==> config.mk <==
export PLATFORM = sky130hd
export DESIGN_NAME = vga_scanout_engine
export DESIGN_NICKNAME = d
export VERILOG_FILES = /design/src/rtl/vga_scanout_pkg.sv /design/src/rtl/vga_pixel_fifo.sv /design/src/rtl/vga_scanout_engine.sv
export SDC_FILE = /design/constraint.sdc
export NUM_CORES = 1
export LEC_CHECK = 0
export CAP_MARGIN = 10
export CELL_PAD_IN_SITES_DETAIL_PLACEMENT = 1
export CELL_PAD_IN_SITES_GLOBAL_PLACEMENT = 1
export CORE_UTILIZATION = 53
export DETAILED_ROUTE_END_ITERATION = 10
export PLACE_DENSITY = 0.88
export SYNTH_ARGS = -nofsm -noshare
export SYNTH_HDL_FRONTEND = slang
export SYNTH_SLANG_ARGS = --single-unit
==> constraint.sdc <==
create_clock -name clk -period 4.65 [get_ports clk]
set_clock_uncertainty 0.1 [all_clocks]
set_input_delay 0.6975 -clock clk [delete_from_list [all_inputs] [get_ports clk]]
set_output_delay 0.6975 -clock clk [all_outputs]
set_load 0.01 [all_outputs]
==> src/rtl/vga_scanout_pkg.sv <==
// Shared timing helpers and scan-out FSM encoding for the VGA scan-out engine.
package vga_scanout_pkg;

    typedef enum logic [1:0] {
        ST_SEEK   = 2'd0,
        ST_ARMED  = 2'd1,
        ST_LOCKED = 2'd2
    } scan_state_t;

    // Full line/frame length from the four timing segments.
    function automatic int unsigned total_len(input int unsigned act, input int unsigned fp,
                                              input int unsigned sync, input int unsigned bp);
        return act + fp + sync + bp;
    endfunction

    // First counter value inside the sync pulse.
    function automatic int unsigned sync_start(input int unsigned act, input int unsigned fp);
        return act + fp;
    endfunction

    // First counter value after the sync pulse.
    function automatic int unsigned sync_end(input int unsigned act, input int unsigned fp,
                                             input int unsigned sync);
        return act + fp + sync;
    endfunction

endpackage

==> src/rtl/vga_pixel_fifo.sv <==
// Synchronous first-word-fall-through FIFO; the write-side ready flag is registered
// and held low during reset.
module vga_pixel_fifo #(
    parameter int unsigned WIDTH = 13,
    parameter int unsigned AW    = 4
) (
    input  logic             clk,
    input  logic             reset,
    input  logic             wr_valid,
    input  logic [WIDTH-1:0] wr_data,
    output logic             wr_ready,
    input  logic             rd_en,
    output logic [WIDTH-1:0] rd_data_c,
    output logic             empty
);

    localparam int unsigned DEPTH = 1 << AW;
    localparam int unsigned CW    = AW + 1;

    logic [WIDTH-1:0] mem [DEPTH];
    logic [AW-1:0]    wr_ptr;
    logic [AW-1:0]    rd_ptr;
    logic [CW-1:0]    count;
    logic [CW-1:0]    count_nxt;
    logic             push_c;
    logic             pop_c;

    assign push_c    = wr_valid && wr_ready;
    assign pop_c     = rd_en && !empty;
    assign rd_data_c = mem[rd_ptr];

    // Occupancy after this cycle's push/pop; a pop on a full FIFO does not reopen the write side early.
    always_comb begin
        count_nxt = count + CW'(push_c) - CW'(pop_c);
    end

    // Storage array; reset only flushes pointers, contents are don't-care.
    always_ff @(posedge clk) begin
        if (push_c) begin
            mem[wr_ptr] <= wr_data;
        end
    end

    // Pointers, occupancy and registered flags.
    always_ff @(posedge clk) begin
        if (!reset) begin
            wr_ptr   <= '0;
            rd_ptr   <= '0;
            count    <= '0;
            wr_ready <= 1'b0;
            empty    <= 1'b1;
        end else begin
            if (push_c) begin
                wr_ptr <= wr_ptr + AW'(1);
            end
            if (pop_c) begin
                rd_ptr <= rd_ptr + AW'(1);
            end
            count    <= count_nxt;
            wr_ready <= (count_nxt != CW'(DEPTH));
            empty    <= (count_nxt == '0);
        end
    end

endmodule

==> src/rtl/vga_scanout_engine.sv <==
// VGA scan-out: free-running timing generator plus a frame-locking pixel drain from the FIFO.
module vga_scanout_engine
    import vga_scanout_pkg::*;
#(
    parameter int unsigned H_ACTIVE   = 640,
    parameter int unsigned H_FP       = 16,
    parameter int unsigned H_SYNC     = 96,
    parameter int unsigned H_BP       = 48,
    parameter int unsigned V_ACTIVE   = 480,
    parameter int unsigned V_FP       = 10,
    parameter int unsigned V_SYNC     = 2,
    parameter int unsigned V_BP       = 33,
    parameter logic        HS_POL     = 1'b0,
    parameter logic        VS_POL     = 1'b0,
    parameter int unsigned COLOR_BITS = 4,
    parameter int unsigned FIFO_AW    = 4
) (
    input  logic                    clk,
    input  logic                    reset,
    input  logic [3*COLOR_BITS-1:0] s_data,
    input  logic                    s_sof,
    input  logic                    s_valid,
    output logic                    s_ready,
    output logic                    vga_hs,
    output logic                    vga_vs,
    output logic                    vga_de,
    output logic [COLOR_BITS-1:0]   vga_r,
    output logic [COLOR_BITS-1:0]   vga_g,
    output logic [COLOR_BITS-1:0]   vga_b,
    output logic                    frame_start,
    output logic                    underflow
);

    localparam int unsigned H_TOTAL  = total_len(H_ACTIVE, H_FP, H_SYNC, H_BP);
    localparam int unsigned V_TOTAL  = total_len(V_ACTIVE, V_FP, V_SYNC, V_BP);
    localparam int unsigned HS_START = sync_start(H_ACTIVE, H_FP);
    localparam int unsigned HS_END   = sync_end(H_ACTIVE, H_FP, H_SYNC);
    localparam int unsigned VS_START = sync_start(V_ACTIVE, V_FP);
    localparam int unsigned VS_END   = sync_end(V_ACTIVE, V_FP, V_SYNC);
    localparam int unsigned HW       = $clog2(H_TOTAL);
    localparam int unsigned VW       = $clog2(V_TOTAL);
    localparam int unsigned PW       = 3 * COLOR_BITS;
    localparam int unsigned FW       = PW + 1;

    logic [HW-1:0] h_cnt;
    logic [VW-1:0] v_cnt;
    logic          active_c;
    logic          origin_c;
    logic          hs_c;
    logic          vs_c;

    logic [FW-1:0] head_c;
    logic          head_sof_c;
    logic [PW-1:0] head_pix_c;
    logic          fifo_empty;

    scan_state_t   state;
    scan_state_t   state_nxt;
    logic          pop_c;
    logic [PW-1:0] pix_c;
    logic          fs_c;
    logic          err_c;

    assign active_c   = (32'(h_cnt) < H_ACTIVE) && (32'(v_cnt) < V_ACTIVE);
    assign origin_c   = (h_cnt == '0) && (v_cnt == '0);
    assign hs_c       = (32'(h_cnt) >= HS_START) && (32'(h_cnt) < HS_END);
    assign vs_c       = (32'(v_cnt) >= VS_START) && (32'(v_cnt) < VS_END);
    assign head_sof_c = head_c[FW-1];
    assign head_pix_c = head_c[PW-1:0];

    vga_pixel_fifo #(
        .WIDTH (FW),
        .AW    (FIFO_AW)
    ) u_fifo (
        .clk       (clk),
        .reset     (reset),
        .wr_valid  (s_valid),
        .wr_data   ({s_sof, s_data}),
        .wr_ready  (s_ready),
        .rd_en     (pop_c),
        .rd_data_c (head_c),
        .empty     (fifo_empty)
    );

    // Free-running raster counters; only reset restarts them.
    always_ff @(posedge clk) begin
        if (!reset) begin
            h_cnt <= '0;
            v_cnt <= '0;
        end else if (h_cnt == HW'(H_TOTAL - 1)) begin
            h_cnt <= '0;
            v_cnt <= (v_cnt == VW'(V_TOTAL - 1)) ? '0 : v_cnt + VW'(1);
        end else begin
            h_cnt <= h_cnt + HW'(1);
        end
    end

    // Lock FSM next-state: discard to a sof, wait for the raster origin, then one pop per active pixel.
    always_comb begin
        state_nxt = state;
        pop_c     = 1'b0;
        pix_c     = '0;
        fs_c      = 1'b0;
        err_c     = 1'b0;
        case (state)
            ST_SEEK: begin
                if (!fifo_empty) begin
                    if (head_sof_c) begin
                        state_nxt = ST_ARMED;
                    end else begin
                        pop_c = 1'b1;
                    end
                end
            end
            ST_ARMED: begin
                if (origin_c && !fifo_empty) begin
                    pop_c     = 1'b1;
                    pix_c     = head_pix_c;
                    fs_c      = 1'b1;
                    state_nxt = ST_LOCKED;
                end
            end
            ST_LOCKED: begin
                if (active_c) begin
                    if (fifo_empty || (head_sof_c && !origin_c)) begin
                        err_c     = 1'b1;
                        state_nxt = ST_SEEK;
                    end else begin
                        pop_c = 1'b1;
                        pix_c = head_pix_c;
                        fs_c  = head_sof_c;
                    end
                end
            end
            default: state_nxt = ST_SEEK;
        endcase
    end

    // State and output registers; all pins lag the counters by one cycle together.
    always_ff @(posedge clk) begin
        if (!reset) begin
            state                   <= ST_SEEK;
            vga_hs                  <= ~HS_POL;
            vga_vs                  <= ~VS_POL;
            vga_de                  <= 1'b0;
            {vga_r, vga_g, vga_b}   <= '0;
            frame_start             <= 1'b0;
            underflow               <= 1'b0;
        end else begin
            state                   <= state_nxt;
            vga_hs                  <= hs_c ? HS_POL : ~HS_POL;
            vga_vs                  <= vs_c ? VS_POL : ~VS_POL;
            vga_de                  <= active_c;
            {vga_r, vga_g, vga_b}   <= pix_c;
            frame_start             <= fs_c;
            if (err_c) begin
                underflow <= 1'b1;
            end
        end
    end

endmodule

==> results of run 1 <==
## cell families after synthesis
family | Yosys count
muxes | 79
adders and majority gates | 20
DFF | 266
buffers and inverters | 46
and+or+nand+nor | 136
xor gates and xnor gates | 22
AOI/OAI and AO/OA | 29
## final timing paths
path | from | end | slack [ps]
max | flip-flop | u_fifo.wr_ready | 300
min | h_cnt[0] | h_cnt[0] | 410
max reg2reg | flip-flop | u_fifo.wr_ready | 300
min reg2reg | h_cnt[0] | h_cnt[0] | 410
## critical path, stage by stage, from the launching register on
cell and delay [ps]:
dfxtp_4 690, mux2i_1 170, mux4_2 530, a22o_1 320, o211ai_1 280, nand2_1 280
ha_1 370, inv_1 60, ha_1 170, inv_1 60, fa_1 520, inv_1 50
o41ai_1 430, o21ai_1 140
## area by class of cell
class                           instances  area (um2)  share of cell area
Sequential cell                       266        7410               0.612
Multi-Input combinational cell        286        2960               0.244
Clock buffer                           40         776              0.0641
Timing Repair Buffer                   43         405              0.0335
Tap cell                              265         332              0.0274
Clock inverter                          9         154              0.0127
Inverter                               20        75.1             0.00620
## stage by stage
step | utilization | power, mW | cell area [um2] | setup WS (ps)
2_1_floorplan | - | 3.65 | 10500 | 1210
3_3_place_gp | 0.574 | 3.86 | 11200 | 754
3_5_place_dp | 0.574 | 3.95 | 11200 | 543
4_1_cts | 0.622 | 6.27 | 12100 | 306
5_1_grt | 0.622 | 6.42 | 12100 | 179
6_report | 0.622 | 6.24 | 12100 | 304
## cell usage after synthesis, types with 7 or more instances
master and instances:
xnor2_1 10, xor2_1 12, clkbuf_1 17, mux2i_1 16, nor2b_1 15, dfxtp_1 58, nor3_1 10, nand2_1 21
a21oi_1 7, nor2_1 42, mux4_2 62, and2_1 7, nand3_1 14, edfxtp_1 208, ha_1 19, inv_1 20
## where the power goes
group	internal, mW	leakage (nW)	switching [mW]	total, mW
Clock	1.38	0.452	0.905	2.28
Combinational	0.590	1.15	0.565	1.15
Sequential	2.67	2.35	0.133	2.80
## placed cells by master (no fill, tap or decap), drive strengths merged, types with 2 or more instances in the layout
| master | instances |
|---|---|
| nand4 | 6 |
| nor2b | 15 |
| xor2 | 12 |
| dfxtp | 58 |
| clkdlybuf4s50 | 33 |
| o21a | 2 |
| clkinv | 3 |
| nand2b | 6 |
| mux2i | 16 |
| nor2 | 42 |
| nor3 | 11 |
| edfxtp | 208 |
| buf | 10 |
| a21oi | 7 |
| nand2 | 21 |
| and4 | 4 |
| nand3 | 14 |
| mux4 | 62 |
| a21o | 4 |
| nand3b | 2 |
| o21ai | 4 |
| nor4 | 2 |
| and2 | 7 |
| o41ai | 3 |
| and3 | 2 |
| inv | 21 |
| o211ai | 2 |
| xnor2 | 10 |
| bufinv | 4 |
| clkbuf | 40 |
| ha | 19 |
## state kept, by name, summed over array words and instances (netlist names), named ones only
name and count:
u_fifo.mem 208, h_cnt 10, v_cnt 10, u_fifo.count 5, u_fifo.rd_ptr 4, u_fifo.wr_ptr 4
vga_b 4, vga_g 4, vga_r 4, state 2, frame_start 1, u_fifo.empty 1
u_fifo.wr_ready 1, underflow 1, vga_de 1, vga_hs 1, vga_vs 1
## per-layer routing
layer | vias to the layer above | part of all wire | track usage
met2 | 264 | 0.51 | 0.441
met1 | 2970 | 0.39 | 0.335
met4 | 0 | 0.037 | 0.109
met5 | - | 0 | 0
li1 | 2408 | - | -
met3 | 70 | 0.062 | 0.0443
==> metrics.md, run 1 <==
| Metric | Value |
|---|---|
| Max Slew Vio Count | `0` |
| Mean Syn Cell Area | `17.6 um2` |
| Crit share post-route | `0.935` |
| Post-synth EDFFs | `208` |
| Die Y | `143 um` |
| Post-Layout Cell Count | `929` |
| Pwr/cell area | `515 nW/um2` |
| Cell variety after synth | `45` |
| Largest family of logic cells by synthesized area | `multiplexers` |
| # IOs | `34` |
| Crit path kind | `flip-flop to flip-flop` |
| Worst hold path type | `flip-flop to flip-flop` |
| Reg2Reg Depth | `13` |
| Routability cong. | `0.792` |
| Drt total wl | `25.4 mm` |
| #FFs+latches synth | `266` |
| Rel. slew slack | `0.209` |
| Outcome | `completed` |
| Complex-gate fraction of the synthesized area | `0.0191` |
| Share of layout cells above drive strength 1 | `0.197` |
| Netlist Area Pre-Place | `10500 um2` |
| Initial antenna violation count | `0` |
| Nets | `680` |
| Fmax | `230 MHz` |
| Mapped Cells | `598` |
| Critical path fanouts, max | `27` |
| Worst slew pin tran | `1190 ps` |
| RSZ-0062 raised after global routing | `no` |
| Post_cts resized | `0` |
| Post-synth top area cell | `edfxtp_1` |
| Post-Place Cells | `880` |
| Critical Path RT | `4940 ps` |
| Via/cell ratio | `6.15` |
| Final Setup Violations | `0` |
| Post-CTS Setup Bufs | `0` |
| Max-Cap Viols | `0` |
| Startpoint Class | `flip-flop` |
| CTS H-Tree Depth | `1` |
| Post-Syn Nets | `634` |
| Simple-Gate Fraction of Synth Area | `0.0658` |
| GRT Resource Usage Total | `0.261` |
| Buffers added on ports | `33` |
| Clk Latency, worst-skew pair | `540 ps` |
| Synth Area in Adders | `0.0245` |
| Synth Area in XOR/XNOR | `0.0183` |
| IR Drop Worst-Case VDD | `0.345 mV` |
| Vias post-DR | `5712` |
| Post-CTS Hold Buffers | `0` |
| DRT Pass-1 Iters | `5` |
| Synth top area share | `0.595` |
| CP endpoint kind | `flip-flop` |
| First DRT Iteration DRCs | `459` |
| TritonCTS Buffers | `27` |
| Hold Slack | `408 ps` |
| Clock Tree Buf Depth | `3` |
| Sequential cell area fraction in the yosys report | `0.705` |
| Die area | `20400 um2` |
| N_diodes | `0` |
| # DRC | `0` |
| Clock Tree Root | `clkbuf_16` |
| Final hold viol count | `0` |
| Post-synthesis mux area share | `0.149` |
| Prevailing post-synth register cell | `edfxtp_1` |
| Global-route wire length before repair | `37.8 mm` |
| CP arrival | `4640 ps` |
| Tmin final | `4350 ps` |
| Remaining Overflow, GRT | `0` |
| Area grow syn2layout | `15.3%` |
| Final HPWL DP | `14.0 mm` |
| Ys async rst share | `0` |
| CTS tree | `yes` |
| WL/cell | `27.3 um` |
| Leakage power | `3.94 nW` |
| WHS Path Cells | `1` |
| Setup TNS Final | `0 ps` |
| Core outline area | `19500 um2` |
| Area contributors post-synth | `edfxtp_1 59%, mux4_2 13%, dfxtp_1 11%` |
| Number of synthesis warnings | `0` |
| Die X | `143 um` |
| Final antenna-violating net count | `0` |
| CTS Sinks | `266` |
| Initial Util | `0.540` |
| Row Count | `51` |
| Largest net degree at the start of global routing | `35` |
| Number of global-route vias before repair | `6158` |
| Clock Pin Slew Worst Setup and Hold Paths | `70 ps` |
| Fillers | `1664` |
Power figures use the tool's default switching activity.
==> inputs of run 2 (changes only) <==
Settings changed: HOLD_SLACK_MARGIN from default to 0.15, RECOVER_POWER from default to 25.
==> run 2 against run 1 <==
Core utilization is the same. Largest cell class unchanged. Register-to-register slack is essentially flat. Critical path type unchanged. Design area is the same.
==> metrics.md, run 2 (same netlist as run 1, synthesis figures left out) <==
| Metric | Value |
|---|---|
| CP endpoint kind | `flip-flop` |
| Final HPWL DP | `14.0 mm` |
| Die Y | `143 um` |
| RSZ-0062 raised after global routing | `no` |
| Vias post-DR | `5725` |
| CTS Sinks | `266` |
| Initial Util | `0.540` |
| Final Setup Violations | `0` |
| Worst hold path type | `flip-flop to flip-flop` |
| Tmin final | `4340 ps` |
| Largest Register | `u_fifo.mem` |
| Die X | `143 um` |
| Row Count | `51` |
| Worst slew pin tran | `1180 ps` |
| First DRT Iteration DRCs | `462` |
| Buffers added on ports | `33` |
| Share of layout cells above drive strength 1 | `0.197` |
| IR Drop Worst-Case VDD | `0.348 mV` |
| # IOs | `34` |
| Crit path kind | `flip-flop to flip-flop` |
| GRT Resource Usage Total | `0.261` |
| Post-CTS Setup Bufs | `0` |
| Via/cell ratio | `6.16` |
| Clock share of power | `0.366` |
| Max Slew Vio Count | `0` |
| Clock Pin Slew Worst Setup and Hold Paths | `70 ps` |
| Post_cts resized | `0` |
| Combinational power share | `0.185` |
| CTS tree | `yes` |
| Rel. slew slack | `0.215` |
| Drt total wl | `25.3 mm` |
| Max-Cap Viols | `0` |
| Startpoint Class | `flip-flop` |
| TritonCTS Buffers | `27` |
| Crit share post-route | `0.933` |
| Core outline area | `19500 um2` |
| Critical path fanouts, max | `27` |
| Pwr/cell area | `515 nW/um2` |
| Int Pwr | `4.64 mW` |
| Routability cong. | `0.792` |
| Final antenna-violating net count | `0` |
| N_diodes | `0` |
| Nets | `680` |
| Biggest regs | `u_fifo.mem: 208 flops, h_cnt: 10 flops, v_cnt: 10 flops` |
| Commonest non-fill, non-tap cell in the layout | `edfxtp_1` |
| Fmax | `231 MHz` |
| Seq pwr share | `0.449` |
| Critical Path RT | `4940 ps` |
| Sw frac | `0.257` |
| Number of global-route vias before repair | `6158` |
| Setup TNS Final | `0 ps` |
| Final hold viol count | `0` |
| Leakage power | `3.95 nW` |
| Max reg flops | `208` |
| Clk Latency, worst-skew pair | `540 ps` |
| Initial antenna violation count | `0` |
| P_sw | `1.60 mW` |
| WL/cell | `27.3 um` |
| Post-CTS Hold Buffers | `0` |
| Post-Route Utilization | `0.622` |
| Hold_sp | `h_cnt[0]` |
| Clock Tree Buf Depth | `3` |
| Commonest non-fill, non-tap cells in the layout | `208 x edfxtp_1, 62 x mux4_2, 56 x dfxtp_1` |
| Area grow syn2layout | `15.3%` |
| CP arrival | `4630 ps` |
| Outcome | `completed` |
| Remaining Overflow, GRT | `0` |
| # DRC | `0` |
| CTS H-Tree Depth | `1` |
| Die area | `20400 um2` |
| DRT Pass-1 Iters | `5` |
| Largest net degree at the start of global routing | `35` |
| Clock Tree Root | `clkbuf_16` |
| Global-route wire length before repair | `37.8 mm` |
==> run 2: per-stage QoR <==
stage	instances	hold slack (ps)	instance area, um2	total power, mW	setup slack (ps)
floorplan	598	341	10500	3.65	1210
global placement	880	360	11200	3.86	754
detailed placement	880	365	11200	3.95	543
CTS	929	415	12100	6.27	306
global route	929	453	12100	6.42	179
finish	929	408	12100	6.24	312
==> run 2: path summary, 6_finish.rpt <==
check | end | slack [ps] | cells after the start
hold / removal | h_cnt[0] | 410 | 1
hold reg to reg | h_cnt[0] | 410 | 1
setup reg to reg | u_fifo.wr_ready | 310 | 13
setup / recovery | u_fifo.wr_ready | 310 | 13
==> run 2: power by group through the flow <==
stage / Clock [mW] / Sequential (mW) / Combinational [mW]
finish: 2.28 / 2.80 / 1.15
CTS: 2.31 / 2.80 / 1.16
floorplan: 0 / 2.76 / 0.893
global placement: 0 / 2.84 / 1.03
detailed placement: 0 / 2.85 / 1.10
global route: 2.38 / 2.82 / 1.23
==> run 2: routing by layer <==
metal | global-route usage | up-vias | part of all wire | wire length [um]
li1 | - | 2409 | - | -
met1 | 0.335 | 2968 | 0.39 | 9810
met2 | 0.441 | 277 | 0.51 | 12900
met3 | 0.0443 | 71 | 0.065 | 1640
met4 | 0.109 | 0 | 0.038 | 971
met5 | 0 | - | 0 | 0
==> run 2: layout make-up <==
cell class,instances,area (um2)
clock buffers,40,776
clock inverters,9,154
inverters,20,75.1
repair buffers,43,405
flip-flops and latches,266,7410
fillers,1664,7350
multi-input cells,286,2960
well taps,265,332
==> run 2: critical path, cell delays in order, from the launching register on <==
cell and delay [ps]:
dfxtp_4 690, mux2i_1 200, mux4_2 540, a22o_1 290, o211ai_1 280, nand2_1 280, ha_1 370, inv_1 60
ha_1 170, inv_1 60, fa_1 520, inv_1 50, o41ai_1 430, o21ai_1 140
==> inputs of run 3 (changes only) <==
Settings changed: CORE_MARGIN from default to 8.
==> run 3 against run 2 <==
Design area shrank 0.32%. Critical path depth is the same. Die area grew 21%. Global-route usage shrank 5.5 points. Non-clock buffer count grew 2. Core utilization shrank 0.20 points. Total power shrank 2.6%. Via count shrank 2.4%. Critical endpoint unchanged. Hold slack lost 2.0 ps. Sequential power is essentially flat. First-iteration DRC count shrank 15%. Largest cell class unchanged. Routed wire length shrank 3.5%. Highest routed layer unchanged.
==> metrics.md, run 3 (same netlist as run 1, synthesis figures left out) <==
| Metric | Value |
|---|---|
| Crit path kind | `flip-flop to flip-flop` |
| Die area | `24600 um2` |
| Max reg flops | `208` |
| Buffers added on ports | `33` |
| Share of layout cells above drive strength 1 | `0.195` |
| Initial Util | `0.540` |
| CP endpoint kind | `flip-flop` |
| CTS tree | `yes` |
| First DRT Iteration DRCs | `393` |
| Die X | `157 um` |
| Max Slew Vio Count | `0` |
| DRT Pass-1 Iters | `5` |
| Largest Register | `u_fifo.mem` |
| Global-route wire length before repair | `37.3 mm` |
| Rel. slew slack | `0.178` |
| Clk Latency, worst-skew pair | `530 ps` |
| Worst slew pin tran | `1230 ps` |
| Commonest non-fill, non-tap cell in the layout | `edfxtp_1` |
| Biggest regs | `u_fifo.mem: 208 flops, h_cnt: 10 flops, v_cnt: 10 flops` |
| Fmax | `240 MHz` |
| Crit share post-route | `0.895` |
| Tmin final | `4160 ps` |
| CP arrival | `4450 ps` |
| Final hold viol count | `0` |
| Place WS | `513 ps` |
| Clock Tree Root | `clkbuf_16` |
| Largest net degree at the start of global routing | `45` |
| RSZ-0062 raised after global routing | `no` |
| Critical Path RT | `4940 ps` |
| Nets | `681` |
| Die Y | `157 um` |
| Drt total wl | `24.4 mm` |
| Post_cts resized | `0` |
| Area grow syn2layout | `15.0%` |
| Hold Slack | `406 ps` |
| Worst hold path type | `flip-flop to flip-flop` |
| Routability cong. | `0.794` |
| Number of global-route vias before repair | `6228` |
| IR Drop Worst-Case VDD | `0.406 mV` |
| Initial antenna violation count | `0` |
| Post-CTS Setup Bufs | `0` |
| Post-CTS Hold Buffers | `0` |
| # IOs | `34` |
| Critical path fanouts, max | `25` |
| CTS Sinks | `266` |
| Leakage power | `3.94 nW` |
| GRT Resource Usage Total | `0.206` |
| Setup TNS Final | `0 ps` |
| TritonCTS Buffers | `26` |
| Final HPWL DP | `14.5 mm` |
| Clock Pin Slew Worst Setup and Hold Paths | `60 ps` |
| Via/cell ratio | `6.00` |
| Post-Route Utilization | `0.620` |
| Remaining Overflow, GRT | `0` |
| # DRC | `0` |
| Core outline area | `19500 um2` |
| Row Count | `51` |
| Startpoint Class | `flip-flop` |
| Worst Setup Slack, final | `489 ps` |
| Final Setup Violations | `0` |
| CTS H-Tree Depth | `1` |
| WL/cell | `26.3 um` |
| Clock Tree Buf Depth | `3` |
| Commonest non-fill, non-tap cells in the layout | `208 x edfxtp_1, 62 x mux4_2, 56 x dfxtp_1` |
| Vias post-DR | `5586` |
| Outcome | `completed` |
| Max-Cap Viols | `0` |
| Final antenna-violating net count | `0` |
| Pwr/cell area | `504 nW/um2` |
-- run 3: stage by stage --
step           area, um2  total power [mW]  cells
6_report           12100              6.08    931
5_1_grt            12100              6.30    930
4_1_cts            12100              6.13    930
3_5_place_dp       11200              3.96    882
3_3_place_gp       11200              3.87    882
2_1_floorplan      10500              3.65    598
-- run 3: worst max-delay path, stage by stage (launching register included) --
cell      delay (ps)
dfxtp_4          650
mux2i_1          180
mux4_2           510
a22o_1           250
o211ai_1         260
nand2_1          250
ha_1             360
inv_1             70
ha_1             170
inv_1             60
fa_1             500
inv_1             50
o41ai_1          470
o21ai_1          130
-- run 3: area by class of cell --
cell class / instances / area [um2]
Antenna cell: 1 / 2.50
Clock buffer: 32 / 704
Clock inverter: 16 / 178
Fill cell: 1682 / 7390
Inverter: 20 / 75.1
Multi-Input combinational cell: 286 / 2950
Sequential cell: 266 / 7410
Tap cell: 265 / 332
Timing Repair Buffer: 45 / 417
-- run 3: routing by layer --
layer	vias to the layer above	global-route usage	part of all wire
li1	2409	-	-
met1	2895	0.237	0.37
met4	0	0.0805	0.034
met5	-	0	0
met3	58	0.0411	0.062
met2	224	0.370	0.53
-- run 3: worst paths after layout --
check,start,to,slack [ps],cells past startpoint
max,flip-flop,u_fifo.wr_ready,490,13
min reg2reg,h_cnt[0],h_cnt[0],410,1
min,h_cnt[0],h_cnt[0],410,1
max reg2reg,flip-flop,u_fifo.wr_ready,490,13
-- run 3: power breakdown --
part | leakage, nW | internal [mW] | total, mW | switching [mW]
registers | 2.35 | 2.67 | 2.79 | 0.116
clock network | 0.435 | 1.30 | 2.16 | 0.862
logic | 1.15 | 0.588 | 1.14 | 0.548
total | 3.94 | 4.55 | 6.08 | 1.53
